## src/rtl/mips_fetch_pkg.sv

```systemverilog
// Shared types and constants for the MIPS fetch sequencer.
package mips_fetch_pkg;

  localparam int ADDR_W = 32;

  localparam logic [ADDR_W-1:0] DEF_RESET_PC = 32'h0000_3000;
  localparam logic [ADDR_W-1:0] DEF_EXC_PC   = 32'h0000_4180;

  typedef enum logic [1:0] {
    ST_IDLE  = 2'd0,
    ST_FETCH = 2'd1,
    ST_VALID = 2'd2
  } fetch_state_e;

endpackage

```

## src/rtl/fetch_seq_ctrl.sv

```systemverilog
// Fetch sequencer: holds the architectural PC, issues instruction-memory
// requests with a valid/ready handshake and presents the fetched word with
// pc/pc+4 to the consumer. On consume the PC takes the redirect target or
// falls through to pc+4.
// Optional build macro FETCH_ALIGN_CHECK_EN: a misaligned redirect target
// vectors to EXC_PC and pulses exc_misalign; without it the target's low two
// bits are cleared and exc_misalign stays 0.
module fetch_seq_ctrl
  import mips_fetch_pkg::*;
#(
  parameter logic [ADDR_W-1:0] RESET_PC = DEF_RESET_PC,
  parameter logic [ADDR_W-1:0] EXC_PC   = DEF_EXC_PC
) (
  input  logic              clk,
  input  logic              reset,
  output logic              imem_req,
  output logic [ADDR_W-1:0] imem_addr,
  input  logic              imem_ready,
  input  logic [ADDR_W-1:0] imem_rdata,
  input  logic              stall,
  input  logic              redirect_valid,
  input  logic [ADDR_W-1:0] redirect_pc,
  output logic [ADDR_W-1:0] pc,
  output logic [ADDR_W-1:0] pc4,
  output logic [ADDR_W-1:0] instr,
  output logic              instr_valid,
  output logic [ADDR_W-1:0] fetch_cnt,
  output logic              exc_misalign
);

  fetch_state_e      r_state;
  fetch_state_e      w_state_next;
  logic [ADDR_W-1:0] r_pc;
  logic [ADDR_W-1:0] r_instr;
  logic              r_instr_valid;
  logic [ADDR_W-1:0] r_fetch_cnt;
  logic              r_exc_misalign;

  logic              w_consume;
  logic              w_accept;
  logic [ADDR_W-1:0] w_pc4;
  logic [ADDR_W-1:0] w_load_pc;
  logic              w_load_exc;

  // pc+4 wraps naturally in 32 bits; it is purely combinational from r_pc.
  assign w_pc4     = r_pc + 32'd4;
  assign w_consume = (r_state == ST_VALID) && !stall;
  assign w_accept  = (r_state == ST_FETCH) && imem_ready;

`ifdef FETCH_ALIGN_CHECK_EN
  // A redirect with nonzero low bits vectors to the exception handler.
  always_comb begin
    w_load_pc  = w_pc4;
    w_load_exc = 1'b0;
    if (redirect_valid) begin
      if (redirect_pc[1:0] != 2'b00) begin
        w_load_pc  = EXC_PC;
        w_load_exc = 1'b1;
      end else begin
        w_load_pc  = redirect_pc;
      end
    end
  end
`else
  // Without the alignment check the target is silently word-aligned.
  always_comb begin
    w_load_pc  = w_pc4;
    w_load_exc = 1'b0;
    if (redirect_valid) begin
      w_load_pc = {redirect_pc[ADDR_W-1:2], 2'b00};
    end
  end

  // The low target bits and the exception vector have no role in this build.
  logic w_unused;
  assign w_unused = &{1'b0, redirect_pc[1:0], EXC_PC};
`endif

  // Next-state logic and the request strobe decoded from the current state.
  always_comb begin
    w_state_next = r_state;
    imem_req     = 1'b0;
    case (r_state)
      ST_IDLE: begin
        w_state_next = ST_FETCH;
      end
      ST_FETCH: begin
        imem_req = 1'b1;
        if (imem_ready) w_state_next = ST_VALID;
      end
      ST_VALID: begin
        if (!stall) w_state_next = ST_FETCH;
      end
      default: begin
        w_state_next = ST_IDLE;
      end
    endcase
  end

  // State register; reset drops imem_req immediately since it decodes ST_FETCH.
  always_ff @(posedge clk or negedge reset) begin
    if (!reset) r_state <= ST_IDLE;
    else        r_state <= w_state_next;
  end

  // PC, instruction latch, consume counter and misalignment pulse.
  always_ff @(posedge clk or negedge reset) begin
    if (!reset) begin
      r_pc           <= RESET_PC;
      r_instr        <= '0;
      r_instr_valid  <= 1'b0;
      r_fetch_cnt    <= '0;
      r_exc_misalign <= 1'b0;
    end else begin
      r_exc_misalign <= 1'b0;
      if (w_accept) begin
        r_instr       <= imem_rdata;
        r_instr_valid <= 1'b1;
      end
      if (w_consume) begin
        r_pc           <= w_load_pc;
        r_instr_valid  <= 1'b0;
        r_fetch_cnt    <= r_fetch_cnt + 32'd1;
        r_exc_misalign <= w_load_exc;
      end
    end
  end

  assign imem_addr    = r_pc;
  assign pc           = r_pc;
  assign pc4          = w_pc4;
  assign instr        = r_instr;
  assign instr_valid  = r_instr_valid;
  assign fetch_cnt    = r_fetch_cnt;
  assign exc_misalign = r_exc_misalign;

endmodule

```

## config.mk

```make
export PLATFORM = sky130hd
export DESIGN_NAME = fetch_seq_ctrl
export DESIGN_NICKNAME = d
export VERILOG_FILES = /design/src/rtl/mips_fetch_pkg.sv /design/src/rtl/fetch_seq_ctrl.sv
export SDC_FILE = /design/constraint.sdc
export NUM_CORES = 1
export LEC_CHECK = 0
export BUFFER_PORTS_ARGS = -buffer_cell sky130_fd_sc_hd__buf_2
export CAP_MARGIN = 20
export CORE_ASPECT_RATIO = 0.5
export CORE_UTILIZATION = 43
export CTS_BUF_LIST = sky130_fd_sc_hd__clkbuf_16
export DETAILED_ROUTE_END_ITERATION = 8
export GPL_ROUTABILITY_DRIVEN = 0
export HOLD_SLACK_MARGIN = 0.08
export PLACE_DENSITY = 0.77
export SETUP_SLACK_MARGIN = 0.02
export SYNTH_ARGS = -nofsm -noshare
export SYNTH_HDL_FRONTEND = slang
export SYNTH_SLANG_ARGS = --single-unit
```

## constraint.sdc

```tcl
create_clock -name clk -period 2 [get_ports clk]
set_input_delay 0.3 -clock clk [delete_from_list [all_inputs] [get_ports clk]]
set_output_delay 0.3 -clock clk [all_outputs]
set_load 0.1 [all_outputs]
```

After elaboration in Yosys (flattened, before gate mapping) --
Cells that the tools add are included.
Word-level totals: bits in registers 99, input port bits 69, output and inout bits 163, word-level logic and storage cells 24
Operators by class: add/subtract/negate cells 2, eq/ne operators 4, muxes and demuxes 7, reductions and logical operators 6
Operator list (count):
- 32-bit by 1-bit adder with 32-bit output, second input constant | 1
- 32-bit by 3-bit adder with 32-bit output, second input constant | 1
- 32-bit 2-to-1 mux | 1
- 2-bit one-hot mux with 3 select lines | 1
- 2-bit 2-to-1 mux | 2
- 2-bit inequality test, second input constant | 2
- 1-bit 2-to-1 mux | 3
- 2-bit by 1-bit == test with 1-bit output, second input constant | 1
- 2-bit == test, second input constant | 1
- 1-bit logical AND | 2
- 2-bit zero test | 1
- 2-bit AND reduction | 1
- 2-bit nonzero test | 1
- 1-bit zero test | 1

Longest topological paths before layout --
Gate-level depths: netlist of the first run.
word-level depth 4, mapped depth 7, gate-level depth less buffers 6

Worst setup path after synthesis of the first run --
Ideal clock, no wire load.
path kind flip-flop to output port, start reg r_pc[5], in the netlist imem_addr[5], end out pc4[20], arrival time 3911 ps, data required time 1700 ps, setup slack -2211 ps, stages on the path, launching flop included 8, buffers on the path 2, cell sequence dfrtp_1 -> clkbuf_2 -> and4_1 -> nand3_1 -> nor3_1 -> clkbuf_1 -> nand4_1 -> xnor2_1
On the way: longest elaborated chain between the ends 1
Ends and longest elaborated chain:
- start: declaration | line fetch_seq_ctrl.sv:33 | logic [ADDR_W-1:0] r_pc;
- start signal: assignment | line fetch_seq_ctrl.sv:121 | r_pc <= w_load_pc;
- 32-bit by 3-bit adder with 32-bit output | line fetch_seq_ctrl.sv:46 | assign w_pc4 = r_pc + 32'd4;
- end: declaration | line fetch_seq_ctrl.sv:24 | output logic [ADDR_W-1:0] pc4,
Every way passes these cells.

Worst setup path after layout of the first run --
start reg r_pc[17], in the netlist imem_addr[17], end out pc4[26]
Same word-level chain as after synthesis.

==> results of run 1 <==
[area by class of cell]
| cell class | count | area, um2 | share of cell area, % |
|---|---|---|---|
| Clock buffer | 9 | 225 | 2.57 |
| Clock inverter | 7 | 61.3 | 0.700 |
| Inverter | 9 | 33.8 | 0.386 |
| Multi-Input combinational cell | 345 | 3210 | 36.7 |
| Sequential cell | 97 | 2560 | 29.2 |
| Tap cell | 159 | 199 | 2.27 |
| Timing Repair Buffer | 328 | 2470 | 28.2 |
[how the worst max path moves through the flow]
stage | startpoint | end | depth (start not counted)
6_report | imem_addr[17]$_DFFE_PN0P_ | pc4[26] | 7
2_1_floorplan | imem_addr[5]$_DFFE_PN0P_ | pc4[13] | 5
3_5_place_dp | imem_addr[12]$_DFFE_PN1P_ | pc4[20] | 7
3_3_place_gp | imem_addr[12]$_DFFE_PN1P_ | pc4[20] | 7
4_1_cts | imem_addr[3]$_DFFE_PN0P_ | pc4[22] | 7
5_1_grt | imem_addr[5]$_DFFE_PN0P_ | pc4[19] | 7
[registers in the layout, indices dropped and copies added (netlist names)]
| signal | flops |
|---|---|
| fetch_cnt | 32 |
| instr | 32 |
| imem_addr | 30 |
| r_state | 2 |
| instr_valid | 1 |
[layout by cell type (no fill, tap or decap), types with 3 or more instances in the layout]
cell / instances
a31oi_1: 5
nor2_1: 14
o2bb2ai_1: 4
o21ai_0: 14
xnor2_1: 26
xnor2_4: 20
mux2i_1: 4
a22oi_1: 4
inv_1: 8
and3_4: 3
buf_6: 25
nand2_4: 4
clkbuf_16: 10
o21a_1: 3
nand3_1: 20
dfrtp_2: 26
mux2_2: 32
buf_4: 78
dfrtp_4: 23
a21oi_2: 3
nand2_1: 39
buf_12: 30
dfrtp_1: 46
xor2_4: 6
nand3_4: 10
a21oi_1: 13
buf_2: 193
nand4_1: 21
conb_1: 7
xor2_1: 5
and4_1: 3
o22a_1: 3
a2bb2oi_1: 7
and3_1: 12
nor2_4: 6
o22ai_1: 7
nor3_1: 6
nor3_4: 3
[metrics by stage]
stage               area [um2]  worst slack [ns]  cells  util (%)  hold WS, ns
floorplan                 5950            -0.766    511         -      0.00441
global placement          7860            -0.124    907      69.2        0.288
detailed placement        7860            -0.175    907      69.2        0.297
CTS                       8420            -0.370    936      74.2        0.141
global route              8760            -0.452    954      77.1        0.130
finish                    8760            -0.382    954      77.1        0.145
[repair_timing]
action                                  CTS  global route
hold buffers                              1             0
pin swaps                                29            22
gates resized for setup                  37            43
buffers inserted                         13            20
endpoints found under the setup margin   29            34
hold endpoints to repair                 29             0
cloned                                    0             1
[routing by layer]
metal / global-route usage (%) / vias up
li1: - / 2323
met1: 28.7 / 2466
met2: 44.7 / 188
met3: 5.97 / 30
met4: 7.38 / 0
met5: 0 / -
[worst max-delay path, delay by kind of cell (launching register included)]
family	cells	cell delay, ns
AND/OR/NAND/NOR	4	0.78
flip-flops	1	0.41
buffers and inverters	2	0.36
XOR/XNOR	1	0.19
[cell families after synthesis]
| logic type | share of synthesized area (%) |
|---|---|
| flip-flops | 46.8 |
| AO/OA/AOI/OAI | 8.56 |
| adder cells (fa/ha/maj) | 0.482 |
| XOR/XNOR | 9.95 |
| AND/OR/NAND/NOR | 18.5 |
| other | 0.0722 |
| buffers and inverters | 7.74 |
| multiplexers | 7.93 |
==> results.yml, run 1 <==
drt:
  avgRoutedWirePerCell_um: 17.0
  vias: 5007
  antenna_left: 0
  dr.pass1.iters: 5
  drt-initial-drc-count: 313
  wl_met3_um: 914
  wl_met1_mm: 6.43
  wl_met2_mm: 8.59
  highest_layer: "met4"
  via_per_inst: 5.25
  routed_wl_mm: 16.2
  drc: 0
yosys:
  synth_cell_type_count: 54
  synth_common_cells: "dfrtp_1 (95), xnor2_1 (47), nand2_1 (44)"
  syn_area_per_cell_um2: 10.3
  ys_seq_area_share_pct: 46.8
  synth_edf_count: 0
  yosys_warnings: 0
  yosys.area.top_type_share_pct: 45.8
  synth_area_um2: 5190
  yosys-top-cells-area: "dfrtp_1 (46%), xnor2_1 (7.9%), mux2_2 (7.2%)"
  synthFlopType: "dfrtp_1"
  synth_seq_cells: 97
  synth_area_leader_cell: "dfrtp_1"
  synth.most_common_cell: "dfrtp_1"
  synth_cells: 505
  async_reset_ff_share_pct: 100
grt:
  grt_usage_pct: 24.5
  grt_pass1_wl_mm: 23.7
  gr-total-overflow: 0
  grt_max_degree: 47
  antenna_found_initial: 0
  grt_pass1_vias: 4883
run_status:
  outcome: "finished with violations"
  violations: "setup timing"
sta:
  fmax_mhz: 420
  setup_ws_ns: -0.382
  drv_slew: 0
  fin_setup_tns_ns: -6.42
  relSlewSlack_pct: 64.7
  fin_skew_ns: 0.00711
  final_hold_viol_count: 0
  setup_viol: 26
  period_share_pct: 119
  rsz0062_at_grt: "yes"
  tightest_slew_ns: 0.534
  period_needed_ns: 2.38
critical_path:
  worst-endpoint-arrival_ns: 2.08
  rrSetupSlack_ns: -0.10
  rr_worst_depth: 9
  regToRegEndpoint: "imem_addr[15]$_DFFE_PN0P_"
  rr_startpoint: "imem_addr[5]$_DFFE_PN0P_"
  critPathCaptureType: "output port"
  slowest_stage: "dfrtp_4"
  crit_top_cell: "buf_12"
  cp_max_fo: 7
  start_kind: "register"
  cpPeakStageDelay_ns: 0.41
  criticalPathCategory: "register to output port"
  crit_chain: "nand4_1, nor3_4, buf_12, nand3_4, nor2_4, xor2_4, buf_12"
  cp.required_ns: 1.70
min_path:
  hold_path.class: "primary input to register"
  min_to: "r_state[0]$_DFFE_PN0P_"
  whs_path_depth: 2
  hold_start: "imem_ready"
die:
  die_w_um: 157
  rows: 27
  ioPinCount: 232
  start_util_pct: 45.7
  dieArea_um2: 12500
  die_h_um: 79.7
  core-area_um2: 11400
layout:
  diodes: 0
  areaGrowthSynthToFinish_pct: 68.7
  finalNetCount: 861
  num-fill-cells: 711
  drive_gt1_share_pct: 63.3
clock_tree:
  cts_tree: "yes"
  path_clk_slew_ns: 0.07
  cts-root-buf: "clkbuf_16"
  cts_buffer_depth: 2
  cts.htree.levels: 3
  numCtsBuffers: 9
  clock_latency_ns: 0.34
  clock-sinks: 97
flow_run:
  drv_cap: 0
placed_design:
  hpwl_mm: 11.1
  portBuffers: 222
Power of run 1 is left out: the tool's default activity adds up to more than one toggle a clock period on the data nets, which glitch-free logic cannot reach.
==> run 2, diff against run 1 <==
- SKIP_CTS_REPAIR_TIMING: not set -> 1
==> run 2 against run 1 <==
  * The flow still finishes with violations (setup timing)
  * Worst setup slack got worse by 0.0044 ns
  * Critical path depth rose by 1
  * Clock skew rose by 0.0015 ns
  * Flip-flop and latch count did not move
==> results.yml, run 2 (same netlist as run 1, synthesis figures left out) <==
run_status:
  outcome: "finished with violations"
  violations: "setup timing"
flow_run:
  drv_cap: 0
critical_path:
  criticalPathCategory: "register to output port"
  cp.required_ns: 1.70
  regToRegEndpoint: "imem_addr[15]$_DFFE_PN0P_"
  worst-endpoint-arrival_ns: 2.09
  rr_worst_depth: 7
  rr_startpoint: "imem_addr[5]$_DFFE_PN0P_"
  rrSetupSlack_ns: 0.11
  start_kind: "register"
  cpPeakStageDelay_ns: 0.42
  slowest_stage: "dfrtp_4"
  cp_max_fo: 8
  critPathCaptureType: "output port"
  crit_top_cell: "buf_6"
  crit_chain: "and4_4, nand3_2, nor3_4, buf_6, nand4_1, buf_6, xnor2_4, buf_12"
clock_tree:
  cts_buffer_depth: 2
  path_clk_slew_ns: 0.07
  cts-root-buf: "clkbuf_16"
  clock_latency_ns: 0.35
  cts_tree: "yes"
  clock-sinks: 97
  cts.htree.levels: 3
  numCtsBuffers: 9
grt:
  grt_usage_pct: 23.4
  gr-total-overflow: 0
  grt_pass1_vias: 4708
  antenna_found_initial: 0
  grt_pass1_wl_mm: 22.7
  grt_max_degree: 47
layout:
  finalNetCount: 841
  mostFrequentLayoutCells: "buf_2 (193), buf_4 (74), dfrtp_1 (46), nand2_1 (39), mux2_2 (32)"
  areaGrowthSynthToFinish_pct: 62.9
  layout_commonest_cell: "buf_2"
  drive_gt1_share_pct: 61.3
  diodes: 0
die:
  rows: 27
  core-area_um2: 11400
  start_util_pct: 45.7
  die_w_um: 157
  ioPinCount: 232
  dieArea_um2: 12500
  die_h_um: 79.7
drt:
  via_per_inst: 5.20
  routed_wl_mm: 15.4
  vias: 4855
  antenna_left: 0
  drc: 0
  avgRoutedWirePerCell_um: 16.5
  dr.pass1.iters: 4
  drt-initial-drc-count: 298
placed_design:
  portBuffers: 222
  place_ws_ns: -0.175
  hpwl_mm: 11.1
sta:
  drv_slew: 0
  fin_skew_ns: 0.00860
  final_hold_viol_count: 0
  setup_ws_ns: -0.386
  tightest_slew_ns: 0.536
  hold_slack_ns: 0.146
  period_needed_ns: 2.39
  rsz0062_at_grt: "yes"
  period_share_pct: 119
  setup_viol: 24
  relSlewSlack_pct: 64.5
  fmax_mhz: 419
min_path:
  hold_path.class: "primary input to register"
  min_to: "r_state[0]$_DFFE_PN0P_"
  hold_start: "imem_ready"
  whs_path_depth: 2
## run 2: worst max-delay path: cells and delay by family, from the launching register on
family | cells | cell delay (ns)
xor+xnor | 1 | 0.15
buf+inv | 3 | 0.51
flops | 1 | 0.42
simple gates | 4 | 0.65
## run 2: worst max-delay path by stage
stage | from | end | slack (ns) | cells after the start
2_1_floorplan | imem_addr[5]$_DFFE_PN0P_ | pc4[13] | -0.77 | 5
3_3_place_gp | imem_addr[12]$_DFFE_PN1P_ | pc4[20] | -0.12 | 7
3_5_place_dp | imem_addr[12]$_DFFE_PN1P_ | pc4[20] | -0.18 | 7
4_1_cts | imem_addr[12]$_DFFE_PN1P_ | pc4[20] | -0.55 | 7
5_1_grt | imem_addr[5]$_DFFE_PN0P_ | pc4[20] | -0.49 | 8
6_report | imem_addr[5]$_DFFE_PN0P_ | pc4[20] | -0.39 | 8
## run 2: per-layer routing
metal / vias to the layer above / global-route usage, % / wire length (um)
li1: 2287 / - / -
met1: 2382 / 28.0 / 6340
met2: 158 / 41.8 / 7930
met3: 28 / 5.97 / 817
met4: 0 / 6.60 / 347
met5: - / 0 / 0
## run 2: per-stage QoR
step | TNS, ns | instance area [um2] | cells | util, %
floorplan | -15.44 | 5950 | 511 | -
global placement | -0.367 | 7860 | 907 | 69.2
detailed placement | -0.819 | 7860 | 907 | 69.2
CTS | -9.05 | 8150 | 923 | 71.8
global route | -8.13 | 8460 | 934 | 74.5
finish | -6.39 | 8460 | 934 | 74.5
## run 2: layout make-up
cell class	count	area, um2
inverters	9	33.8
multi-input cells	345	3130
well taps	159	199
flip-flops and latches	97	2560
repair buffers	308	2250
fillers	755	2890
clock inverters	7	61.3
clock buffers	9	225
Power of run 2 is left out for the same reason.
==> run 3, diff against run 2 <==
- RECOVER_POWER: not set -> 25
==> run 3 against run 2 <==
  * The run still ends with setup timing left
  * Wire length fell by 0.30%
  * Final cell count did not move
  * First-iteration DRC count fell by 6.0%
  * Flip-flop and latch count did not move
  * Sequential share of layout area rose by 0.099 points
  * Core utilization fell by 0.24 points
  * Critical endpoint unchanged
  * Largest cell class unchanged
==> results.yml, run 3 (same netlist as run 1, synthesis figures left out) <==
grt:
  antenna_found_initial: 0
  busiest_layer: "met2"
  use_met1_pct: 28.0
  grt_pass1_vias: 4708
  grt_max_degree: 47
  gr-total-overflow: 0
  grt_util_met2_pct: 41.8
  grt_pass1_wl_mm: 22.7
  use_met3_pct: 5.97
  grt_usage_pct: 23.4
sta:
  setup_viol: 24
  rsz0062_at_grt: "yes"
  fmax_mhz: 420
  drv_slew: 0
  period_needed_ns: 2.38
  final_hold_viol_count: 0
  fin_skew_ns: 0.00881
  relSlewSlack_pct: 39.8
  period_share_pct: 119
  setup_ws_ns: -0.381
  tightest_slew_ns: 0.902
critical_path:
  rr_worst_depth: 7
  criticalPathCategory: "register to output port"
  cp.required_ns: 1.70
  worst-endpoint-arrival_ns: 2.08
  start_kind: "register"
  rrSetupSlack_ns: 0.11
  critPathCaptureType: "output port"
  cp_max_fo: 8
min_path:
  hold_path.class: "primary input to register"
  whs_path_depth: 2
layout:
  finalNetCount: 841
  design_area_um2: 8430
  drive_gt1_share_pct: 61.0
  areaGrowthSynthToFinish_pct: 62.4
  mostFrequentLayoutCells: "buf_2 (193), buf_4 (69), dfrtp_1 (46), nand2_1 (39), mux2_2 (32)"
  layout_commonest_cell: "buf_2"
  diodes: 0
  instances_no_fill: 934
clock_tree:
  path_clk_slew_ns: 0.07
  cts_buffer_depth: 2
  numCtsBuffers: 9
  cts_tree: "yes"
  cts.htree.levels: 3
  clock_latency_ns: 0.35
  cts-root-buf: "clkbuf_16"
  clock-sinks: 97
drt:
  vias: 4853
  routed_wl_mm: 15.4
  antenna_left: 0
  drc: 0
  avgRoutedWirePerCell_um: 16.5
  drt-initial-drc-count: 280
  via_per_inst: 5.20
  dr.pass1.iters: 5
placed_design:
  placed_area_um2: 7860
  dp_cells: 907
  portBuffers: 222
  hpwl_mm: 11.1
flow_run:
  drv_cap: 0
run_status:
  violations: "setup timing"
  outcome: "finished with violations"
die:
  die_w_um: 157
  rows: 27
  die_h_um: 79.7
  core-area_um2: 11400
  start_util_pct: 45.7
  dieArea_um2: 12500
  ioPinCount: 232
## run 3: cell count changes in the layout (fill, tap and decap cells not counted)
cell,previous run,this run
buf_12,29,28
buf_4,74,69
clkbuf_1,0,2
clkbuf_2,0,3
clkbuf_4,0,1
## run 3: worst max-delay path, stage by stage, from the launching register on
cell and delay, ns:
dfrtp_4 0.42, and4_4 0.21, nand3_2 0.13, nor3_4 0.19
buf_6 0.16, nand4_1 0.11, buf_6 0.16, xnor2_4 0.15
buf_12 0.19
## run 3: metal layers
metal | routed length [um] | part of all wire [%] | up-vias
met5 | 0 | 0 | -
met4 | 336 | 2.2 | 0
met3 | 924 | 6.0 | 25
met2 | 8000 | 52 | 170
met1 | 6120 | 40 | 2378
li1 | - | - | 2280
## run 3: cell type report
class | instances | area, um2
Sequential cell | 97 | 2560
Clock inverter | 7 | 61.3
Inverter | 9 | 33.8
Multi-Input combinational cell | 345 | 3130
Clock buffer | 9 | 225
Fill cell | 756 | 2920
Timing Repair Buffer | 308 | 2220
Tap cell | 159 | 199
## run 3: final timing paths
path	startpoint	endpoint
max in group asynchronous	reset	imem_addr[2]$_DFFE_PN0P_
min	imem_ready	r_state[0]$_DFFE_PN0P_
min reg2reg	fetch_cnt[31]$_DFFE_PN0P_	fetch_cnt[31]$_DFFE_PN0P_
max reg2reg	imem_addr[5]$_DFFE_PN0P_	imem_addr[15]$_DFFE_PN0P_
min in group asynchronous	reset	imem_addr[10]$_DFFE_PN0P_
max	imem_addr[5]$_DFFE_PN0P_	pc4[20]
## run 3: stage by stage
stage / TNS, ns / hold WS, ns / worst slack, ns / util (%)
5_1_grt: -8.13 / 0.132 / -0.488 / 74.3
2_1_floorplan: -15.44 / 0.00441 / -0.766 / -
4_1_cts: -9.05 / -0.0714 / -0.555 / 71.8
3_3_place_gp: -0.367 / 0.288 / -0.124 / 69.2
3_5_place_dp: -0.819 / 0.297 / -0.175 / 69.2
6_report: -6.39 / 0.147 / -0.381 / 74.3
Power of run 3 is left out for the same reason.
